**src/rtl/mlp_pkg.sv**
```systemverilog
// ---------------------------------------------------------------------------
// mlp_pkg
// Shared definitions for the MLP neuron datapath.
//   - Number formats: signed Q4.4 neurons/weights, signed accumulator.
//   - Neuron buffer geometry and control-bus address widths.
//   - Pipeline control struct carried alongside each MAC step.
//   - Q4.4 saturate / ReLU helpers used at write-back.
// ---------------------------------------------------------------------------
package mlp_pkg;

    localparam int DATA_W     = 8;    // Q4.4 neuron / weight width
    localparam int ACC_W      = 20;   // signed accumulator width
    localparam int FRAC       = 4;    // fractional bits in Q4.4
    localparam int NRAM_DEPTH = 64;   // neuron buffer entries
    localparam int NRAM_AW    = $clog2(NRAM_DEPTH);
    localparam int PROD_W     = 2 * DATA_W;  // full signed product (Q8.8)
    localparam int OUT_AW     = 11;   // write-back address width on the bus
    localparam int WADDR_W    = 16;   // weight index width

    localparam logic signed [DATA_W-1:0] Q44_MAX = 8'sh7F;  // +7.9375
    localparam logic signed [DATA_W-1:0] Q44_MIN = 8'sh80;  // -8.0

    // Q4.4 limits widened to accumulator width (signed extension).
    localparam logic signed [ACC_W-1:0] Q44_MAX_ACC = ACC_W'(Q44_MAX);
    localparam logic signed [ACC_W-1:0] Q44_MIN_ACC = ACC_W'(Q44_MIN);

    // Control bits that travel with a MAC step through the pipeline.
    typedef struct packed {
        logic               valid;
        logic               clr_acc;
        logic               wr;
        logic [NRAM_AW-1:0] out_addr;
    } stage_ctrl_t;

    // Rescale a Q8.8 accumulator value to Q4.4 and clamp to the Q4.4 range.
    function automatic logic [DATA_W-1:0] q44_saturate(input logic signed [ACC_W-1:0] value);
        logic signed [ACC_W-1:0] shifted;
        shifted = value >>> FRAC;
        if (shifted > Q44_MAX_ACC) begin
            return Q44_MAX;
        end else if (shifted < Q44_MIN_ACC) begin
            return Q44_MIN;
        end else begin
            return shifted[DATA_W-1:0];
        end
    endfunction

    // Rectified linear unit on a Q4.4 value.
    function automatic logic [DATA_W-1:0] q44_relu(input logic [DATA_W-1:0] value);
        return value[DATA_W-1] ? '0 : value;
    endfunction

    // Full write-back transform: rescale, saturate, then ReLU.
    function automatic logic [DATA_W-1:0] q44_sat_relu(input logic signed [ACC_W-1:0] value);
        return q44_relu(q44_saturate(value));
    endfunction

endpackage

```
**src/rtl/neuron_datapath_if.sv**
```systemverilog
// ---------------------------------------------------------------------------
// neuron_datapath_if
// Step bus from the control unit to the neuron datapath.
//   step_valid          one MAC step is issued this cycle
//   input_neuron_addr   neuron buffer read address for the step
//   output_neuron_addr  write-back address (low NRAM_AW bits used)
//   input_weight_addr   weight index for the step
//   reset_mult_acc      clear the accumulator, aligned to this step
//   write_neuron        last term of the neuron; write back the result
//   done_in             control unit has finished all layers
// Modports: master = control unit (drives), slave = datapath (receives).
// ---------------------------------------------------------------------------
interface neuron_datapath_if;
    import mlp_pkg::*;

    logic               step_valid;
    logic [NRAM_AW-1:0] input_neuron_addr;
    logic [OUT_AW-1:0]  output_neuron_addr;
    logic [WADDR_W-1:0] input_weight_addr;
    logic               reset_mult_acc;
    logic               write_neuron;
    logic               done_in;

    modport master (
        output step_valid, input_neuron_addr, output_neuron_addr,
               input_weight_addr, reset_mult_acc, write_neuron, done_in
    );

    modport slave (
        input  step_valid, input_neuron_addr, output_neuron_addr,
               input_weight_addr, reset_mult_acc, write_neuron, done_in
    );

endinterface

```
**src/rtl/neuron_ram.sv**
```systemverilog
// ---------------------------------------------------------------------------
// neuron_ram
// 64 x 8 neuron buffer: one synchronous write port, two synchronous read
// ports. A read of the address being written in the same cycle returns the
// previous contents.
//   clk, rst            clock; rst clears only the read-data registers
//   wr_en/addr/data     write port
//   dp_addr -> dp_data  datapath read port (1-cycle latency)
//   rd_addr -> rd_data  result read port (1-cycle latency)
// ---------------------------------------------------------------------------
module neuron_ram
    import mlp_pkg::*;
(
    input  logic               clk,
    input  logic               rst,
    input  logic               wr_en,
    input  logic [NRAM_AW-1:0] wr_addr,
    input  logic [DATA_W-1:0]  wr_data,
    input  logic [NRAM_AW-1:0] dp_addr,
    output logic [DATA_W-1:0]  dp_data,
    input  logic [NRAM_AW-1:0] rd_addr,
    output logic [DATA_W-1:0]  rd_data
);

    logic [DATA_W-1:0] mem [NRAM_DEPTH];

    // NOTE: the array has no reset so it maps onto RAM macros and keeps its
    // contents across rst; only the output registers are cleared.
    always_ff @(posedge clk) begin
        if (wr_en) begin
            mem[wr_addr] <= wr_data;
        end
    end

    // Reads sample mem before this edge's write lands, giving old data.
    always_ff @(posedge clk) begin
        if (rst) begin
            dp_data <= '0;
            rd_data <= '0;
        end else begin
            dp_data <= mem[dp_addr];
            rd_data <= mem[rd_addr];
        end
    end

endmodule

```
**src/rtl/neuron_datapath.sv**
```systemverilog
// ---------------------------------------------------------------------------
// neuron_datapath
// Three-stage MAC pipeline for an MLP neuron.
//   edge T   : step captured (S1); neuron RAM and weight ROM reads launched
//   edge T+1 : Q8.8 product registered (S2)
//   edge T+2 : accumulate, or rescale/saturate/ReLU and write back to NRAM
// Ports:
//   clk, rst                 clock, synchronous active-high reset
//   step                     control-unit step bus (slave modport)
//   weight_addr/weight_data  external synchronous weight ROM (1-cycle read)
//   load_en/addr/data        input-layer preload into NRAM
//   rd_addr -> rd_data       registered result read port
//   done                     sticky: all write-backs complete
//   collision                sticky: a preload lost to a write-back
// ---------------------------------------------------------------------------
module neuron_datapath
    import mlp_pkg::*;
(
    input  logic                 clk,
    input  logic                 rst,
    neuron_datapath_if.slave     step,
    output logic [WADDR_W-1:0]   weight_addr,
    input  logic [DATA_W-1:0]    weight_data,
    input  logic                 load_en,
    input  logic [NRAM_AW-1:0]   load_addr,
    input  logic [DATA_W-1:0]    load_data,
    input  logic [NRAM_AW-1:0]   rd_addr,
    output logic [DATA_W-1:0]    rd_data,
    output logic                 done,
    output logic                 collision
);

    stage_ctrl_t              s1_ctrl;
    stage_ctrl_t              s2_ctrl;
    logic signed [PROD_W-1:0] prod;
    logic signed [ACC_W-1:0]  prod_ext;
    logic signed [ACC_W-1:0]  acc;
    logic signed [ACC_W-1:0]  sum;
    logic [DATA_W-1:0]        nram_dp_data;
    logic                     wb_en;
    logic [DATA_W-1:0]        wb_data;
    logic                     ram_wr_en;
    logic [NRAM_AW-1:0]       ram_wr_addr;
    logic [DATA_W-1:0]        ram_wr_data;
    logic [2:0]               done_sr;
    logic                     unused_out_addr_hi;

    // The ROM is addressed straight from the bus so its data lands in S1.
    assign weight_addr = step.input_weight_addr;

    // Only the low address bits select an NRAM entry.
    assign unused_out_addr_hi = ^step.output_neuron_addr[OUT_AW-1:NRAM_AW];

    // -----------------------------------------------------------------------
    // Control pipeline: flags ride two stages to meet their product.
    // New steps are refused once done is up.
    // -----------------------------------------------------------------------
    // NOTE: sequential state uses non-blocking assignments so every register
    // samples pre-edge values regardless of statement order.
    always_ff @(posedge clk) begin
        if (rst) begin
            s1_ctrl <= '0;
            s2_ctrl <= '0;
        end else begin
            s1_ctrl <= '{
                valid:    step.step_valid & ~done,
                clr_acc:  step.reset_mult_acc,
                wr:       step.write_neuron,
                out_addr: step.output_neuron_addr[NRAM_AW-1:0]
            };
            s2_ctrl <= s1_ctrl;
        end
    end

    // Product register carries no reset: it is only consumed when s2 is valid.
    always_ff @(posedge clk) begin
        prod <= signed'(nram_dp_data) * signed'(weight_data);
    end

    assign prod_ext = {{(ACC_W - PROD_W){prod[PROD_W-1]}}, prod};
    assign sum      = acc + prod_ext;  // wraps at ACC_W
    assign wb_en    = s2_ctrl.valid & s2_ctrl.wr;
    assign wb_data  = q44_sat_relu(sum);

    // -----------------------------------------------------------------------
    // Accumulator. A write-back or a clear both leave it at zero; a clear
    // without write-back drops that stage's product.
    // -----------------------------------------------------------------------
    always_ff @(posedge clk) begin
        if (rst) begin
            acc <= '0;
        end else if (s2_ctrl.valid) begin
            if (s2_ctrl.wr || s2_ctrl.clr_acc) begin
                acc <= '0;
            end else begin
                acc <= sum;
            end
        end
    end

    // -----------------------------------------------------------------------
    // NRAM write arbitration: write-back has priority over preload.
    // -----------------------------------------------------------------------
    // NOTE: every output gets a default first so no path leaves it unassigned
    // and no latch is inferred.
    always_comb begin
        ram_wr_en   = 1'b0;
        ram_wr_addr = load_addr;
        ram_wr_data = load_data;
        if (wb_en) begin
            ram_wr_en   = 1'b1;
            ram_wr_addr = s2_ctrl.out_addr;
            ram_wr_data = wb_data;
        end else if (load_en) begin
            ram_wr_en   = 1'b1;
        end
    end

    always_ff @(posedge clk) begin
        if (rst) begin
            collision <= 1'b0;
        end else if (wb_en && load_en) begin
            collision <= 1'b1;
        end
    end

    // -----------------------------------------------------------------------
    // done: three-cycle delay lets any step issued alongside done_in drain
    // through write-back before the flag rises; then it holds until rst.
    // -----------------------------------------------------------------------
    always_ff @(posedge clk) begin
        if (rst) begin
            done_sr <= '0;
            done    <= 1'b0;
        end else begin
            done_sr <= {done_sr[1:0], step.done_in};
            done    <= done | done_sr[2];
        end
    end

    neuron_ram u_nram (
        .clk     (clk),
        .rst     (rst),
        .wr_en   (ram_wr_en),
        .wr_addr (ram_wr_addr),
        .wr_data (ram_wr_data),
        .dp_addr (step.input_neuron_addr),
        .dp_data (nram_dp_data),
        .rd_addr (rd_addr),
        .rd_data (rd_data)
    );

endmodule

```
**src/flat_wrapper.sv**
```systemverilog
// flat-port wrapper written by rule: the top's interface ports become plain ports
module neuron_datapath_flat import mlp_pkg::*;
  (clk, rst, weight_addr, weight_data, load_en, load_addr, load_data, rd_addr, rd_data, done, collision, step_step_valid, step_input_neuron_addr, step_output_neuron_addr, step_input_weight_addr, step_reset_mult_acc, step_write_neuron, step_done_in);
  neuron_datapath_if step_i ();
  input  logic clk;
  input  logic rst;
  output logic [WADDR_W-1:0] weight_addr;
  input  logic [DATA_W-1:0] weight_data;
  input  logic load_en;
  input  logic [NRAM_AW-1:0] load_addr;
  input  logic [DATA_W-1:0] load_data;
  input  logic [NRAM_AW-1:0] rd_addr;
  output logic [DATA_W-1:0] rd_data;
  output logic done;
  output logic collision;
  input wire logic [$bits(step_i.step_valid)-1:0] step_step_valid;
  input wire logic [$bits(step_i.input_neuron_addr)-1:0] step_input_neuron_addr;
  input wire logic [$bits(step_i.output_neuron_addr)-1:0] step_output_neuron_addr;
  input wire logic [$bits(step_i.input_weight_addr)-1:0] step_input_weight_addr;
  input wire logic [$bits(step_i.reset_mult_acc)-1:0] step_reset_mult_acc;
  input wire logic [$bits(step_i.write_neuron)-1:0] step_write_neuron;
  input wire logic [$bits(step_i.done_in)-1:0] step_done_in;
  assign step_i.step_valid = step_step_valid;
  assign step_i.input_neuron_addr = step_input_neuron_addr;
  assign step_i.output_neuron_addr = step_output_neuron_addr;
  assign step_i.input_weight_addr = step_input_weight_addr;
  assign step_i.reset_mult_acc = step_reset_mult_acc;
  assign step_i.write_neuron = step_write_neuron;
  assign step_i.done_in = step_done_in;
  neuron_datapath u_core (.clk(clk), .rst(rst), .step(step_i), .weight_addr(weight_addr), .weight_data(weight_data), .load_en(load_en), .load_addr(load_addr), .load_data(load_data), .rd_addr(rd_addr), .rd_data(rd_data), .done(done), .collision(collision));
endmodule
```
**config.mk**
```make
export PLATFORM = sky130hd
export DESIGN_NAME = neuron_datapath_flat
export DESIGN_NICKNAME = d
export VERILOG_FILES = /design/src/rtl/mlp_pkg.sv /design/src/rtl/neuron_datapath_if.sv /design/src/rtl/neuron_ram.sv /design/src/rtl/neuron_datapath.sv /design/src/flat_wrapper.sv
export SDC_FILE = /design/constraint.sdc
export NUM_CORES = 1
export LEC_CHECK = 0
export ABC_CLOCK_PERIOD_IN_PS = 6800
export CORE_UTILIZATION = 55
export CTS_BUF_LIST = sky130_fd_sc_hd__clkbuf_16
export DETAILED_ROUTE_END_ITERATION = 6
export PLACE_DENSITY = 0.82
export SYNTH_ARGS = -nofsm -noshare
export SYNTH_HDL_FRONTEND = slang
export SYNTH_SLANG_ARGS = --single-unit
```
**constraint.sdc**
```tcl
create_clock -name clk -period 6.8 [get_ports clk]
set_clock_uncertainty 0.15 [all_clocks]
set_input_delay 1.36 -clock clk [delete_from_list [all_inputs] [get_ports clk]]
set_output_delay 1.36 -clock clk [all_outputs]
set_load 0.01 [all_outputs]
```
==> impl.org <==
** Cells and area
- For this run, the post-layout net count is ~1.9k.
- Relative to the synthesized area, the layout overhead comes to 10.20%.
- Post-route standard cell area excluding fillers :: between 30000 and 40000 um2
- Cells fill 61.72% of the core in the end.
- Antenna diodes :: 0
- # fillers :: 3606
- Fraction of layout cells with a size suffix above 1 :: 25.83%

** Min path
- The worst hold path belongs to the class register to register.
- Critical hold path startpoint :: u_core.done_sr[2]$_SDFF_PP0_

** Detailed routing
- Vias per inst :: 6.844
- In this run, the number of DRC markers left after iteration 0 of detailed routing was 2111.
- After detailed routing, the total wire length is 73150 um.
- Number of remaining DRC errors :: 11
- Once detail routing completed, the nets flagged for antenna violations numbered 0.
- After detailed routing, the average wire length per cell comes to 29.67 um.
- The first detailed-routing pass took 7 iterations.
- Across all layers, the routed design uses roughly 17k vias.

** Placement
- Port buffering added 56 buffers.
- Post-placement cell area :: 30920 um2
- Routability-driven placement congestion ratio :: 0.9179
- Sum of net half-perimeters after detailed placement :: 47100 um

** Run status
- The final reports fail on design-rule violations.
- Status :: finished with violations

** Yosys
- When the netlist entered floorplanning its net count stood at between 1.5k and 2k.
- In the synthesized netlist, the cells that appear most often are edfxtp_1, mux4_2, nor2_1.
- In the synthesized netlist, the number of instances is between 1.5k and 2k.
- Yosys instantiated no cell more often than edfxtp_1.
- Summed over its instances, the top area cell type makes up 51.82% of the synthesized netlist area.
- Register area share after synthesis :: 56.88%
- Dividing the synthesized area by the synthesized cell count gives approximately 17 um2.
- Count of synthesis-stage warnings from yosys :: 0
- Cell area after technology mapping :: approximately 30000 um2
- For this run, the leading register cell type out of synthesis is edfxtp_1.
- Cell type with the highest aggregate area in the netlist :: edfxtp_1
- Synth top area cells :: edfxtp_1, mux4_2, dfxtp_1
- Counting distinct cell types in the post-synthesis netlist gives 53.
- Synth async-reset ratio :: 0%
- Post-synth EDFFs :: 512
- Flops & latches, synth :: approximately 590

** GRT
- Overall Global Routing Usage :: 27.79%
- Remaining Overflow, GRT :: 0
- The first global-routing pass estimated 109800 um of wire.
- Antenna violations before repair :: 2
- The via count of the first global-routing pass came to 17.46k.
- Largest net degree at the start of global routing :: 65

** Timing
- For the final routed database, the setup TNS stands at 0 ns.
- Tightest slew margin relative to the limit :: 15.06%
- Time the worst path needs with I/O delays and setup :: 5.640 ns
- Period utilisation layout :: 82.94%
- Max Transition Viols Final :: 0
- At the pin with the least slew margin, the transition time is between 1 and 1.5 ns.
- Static timing analysis puts the maximum clock frequency at ~0.18 GHz.
- Setup violations remaining at the end of the flow were counted as 0.
- Setup repair after global routing left no endpoint under its margin.
- The number of endpoints with negative hold slack in the final report was 0.

** Clocking
- The clock reaches the later pin of the worst-skew pair after 0.65 ns.
- Clock transition at path regs :: 0.06 ns
- Hold_buf cts :: 0
- Maximum number of buffers from clock root to sink :: 3
- CTS root buf :: clkbuf_16
- TritonCTS built the clock tree.
- Counting the buffers created by CTS gives 56.
- The H-tree was split into 2 levels.
- Post-CTS setup buffer count :: 0
- Once the clock tree was built, the resizer swapped 0 gates to a different size.
- CTS sink count :: a little under 600

** Setup path
- Of all nets on the critical path, the largest fanout is 8.
- The setup check on the worst reg-to-reg path leaves a slack of 2.13 ns.
- Critical path launch point :: weight_data[2]
- Reg2Reg Launch Point :: u_core.u_nram.dp_data[6]$_SDFF_PP0_
- Required time worst endpoint :: 7.13 ns
- On the critical path, the stage with the largest delay is an instance of clkdlybuf4s50_1.
- The worst setup path is captured at a register.
- Crit Path Class :: input pin to register
- For this run, the slowest stage of the critical path takes 0.58 ns.
- Cell Chain, Critical Path :: clkdlybuf4s50_1, and2_1, fa_1, inv_1, fa_1, inv_1, fa_1, inv_1, fa_1, inv_1, ha_1, a21oi_1, o21bai_1, a21oi_1, o21bai_1, a21oi_1, nor3_1, a311o_1
- Worst Path Arrival :: 5.97 ns
- STA classifies the critical path startpoint as an input pin.

** Power
- Dividing total power by cell area gives a power density of 272.2 nW/um2.
- Maximum resistive drop on vdd :: 0.2196 mV
- In this run the static leakage power is 0.01083 uW.

** Floorplan
- Standard-cell rows :: 84
- In this run the count of I/O pins placed on the die edge is between 90 and 100.
- Floorplan die width :: 234.3 um
- Effective utilization at floorplan :: 56.01%
- The floorplan step defined a die boundary enclosing 54870 um2.
- The floorplan step set the die height to 234.3 um.
- The core region is 52970 um2.

** Run
- Max-cap violations in this run came to 0.
## power breakdown
group | total (uW) | switching, uW | internal, uW
Sequential | 4070 | 58.7 | 4010
Combinational | 1780 | 1010 | 768
Clock | 3040 | 1370 | 1670
Total | 8900 | 2440 | 6450
## cells in the final DEF (no fill, tap or decap), types with 5 or more instances in the layout
cell type,count
buf_4,21
clkbuf_16,57
a311oi_4,5
buf_2,5
clkinv_2,9
o21ai_0,21
mux4_2,336
inv_1,113
ha_1,48
fa_1,56
a21oi_1,33
nand3_1,10
dfxtp_1,75
nor3_1,5
nand2_1,61
a21o_1,7
and2_1,44
nand2b_1,13
nor2_1,114
clkdlybuf4s50_1,47
xnor2_1,23
nor2b_1,42
clkinv_1,15
xor2_1,5
edfxtp_1,512
a22oi_1,15
## logic make-up (layout without fill, tap and decap cells)
| logic type | count (synthesis) | in the layout | share of synthesized area [%] |
|---|---|---|---|
| xor gates and xnor gates | 28 | 28 | 0.8266 |
| adders and majority gates | 104 | 104 | 5.803 |
| and+or+nand+nor | 311 | 311 | 5.116 |
| muxes | 339 | 339 | 25.61 |
| DFF | 587 | 587 | 56.89 |
| buffers and inverters | 207 | 283 | 2.952 |
| AOI/OAI and AO/OA | 125 | 125 | 2.809 |
## flip-flops by register name (all words and copies together) (netlist names)
register               count
u_core.u_nram.rd_data      8
u_core.done_sr             3
u_core.prod               16
u_core.s2_ctrl             9
u_core.collision           1
u_core.acc                20
u_core.done                1
u_core.u_nram.mem        512
u_core.s1_ctrl             9
u_core.u_nram.dp_data      8
## worst max-delay path, delay by kind of cell
family / cells / cell delay (ns)
adders and majority gates: 5 / 2.31
and+or+nand+nor: 2 / 0.37
buffers and inverters: 5 / 0.78
AOI/OAI and AO/OA: 6 / 1.16
## stage by stage
stage / setup WS [ns] / hold slack (ns) / std cells / power (uW)
2_1_floorplan: 0.8097 / 0.2614 / 1701 / 5447
3_3_place_gp: 0.5433 / 0.2753 / 2361 / 5865
3_5_place_dp: 0.5133 / 0.2754 / 2361 / 5915
4_1_cts: 1.139 / 0.2889 / 2465 / 8927
5_1_grt: 0.8339 / 0.3039 / 2465 / 9259
6_report: 1.160 / 0.2873 / 2465 / 8898
## final cells by class
cell class | count | area, um2 | share of cell area (%)
Inverter | 100 | 375.4 | 1.148
Tap cell | 688 | 860.8 | 2.633
Timing Repair Buffer | 79 | 760.7 | 2.327
Multi-Input combinational cell | 907 | 12040 | 36.84
Sequential cell | 587 | 16880 | 51.62
Clock inverter | 47 | 349.1 | 1.068
Clock buffer | 57 | 1426 | 4.363
## routing by layer
metal	up-vias	GRT usage, %	part of all wire [%]
met3	209	7.563	12
li1	6866	-	-
met5	-	0	0.031
met2	1134	44.76	49
met1	8658	36.18	36
met4	4	10.94	4.1
## worst paths after layout
path	end	depth (start not counted)
worst max-delay path	u_core.prod[14]$_DFF_P_	18
worst min register to register	u_core.done$_SDFF_PP0_	2
worst min-delay path	u_core.done$_SDFF_PP0_	2
worst max register to register	u_core.prod[14]$_DFF_P_	17
No activity file was read; power rests on OpenSTA's default activity.
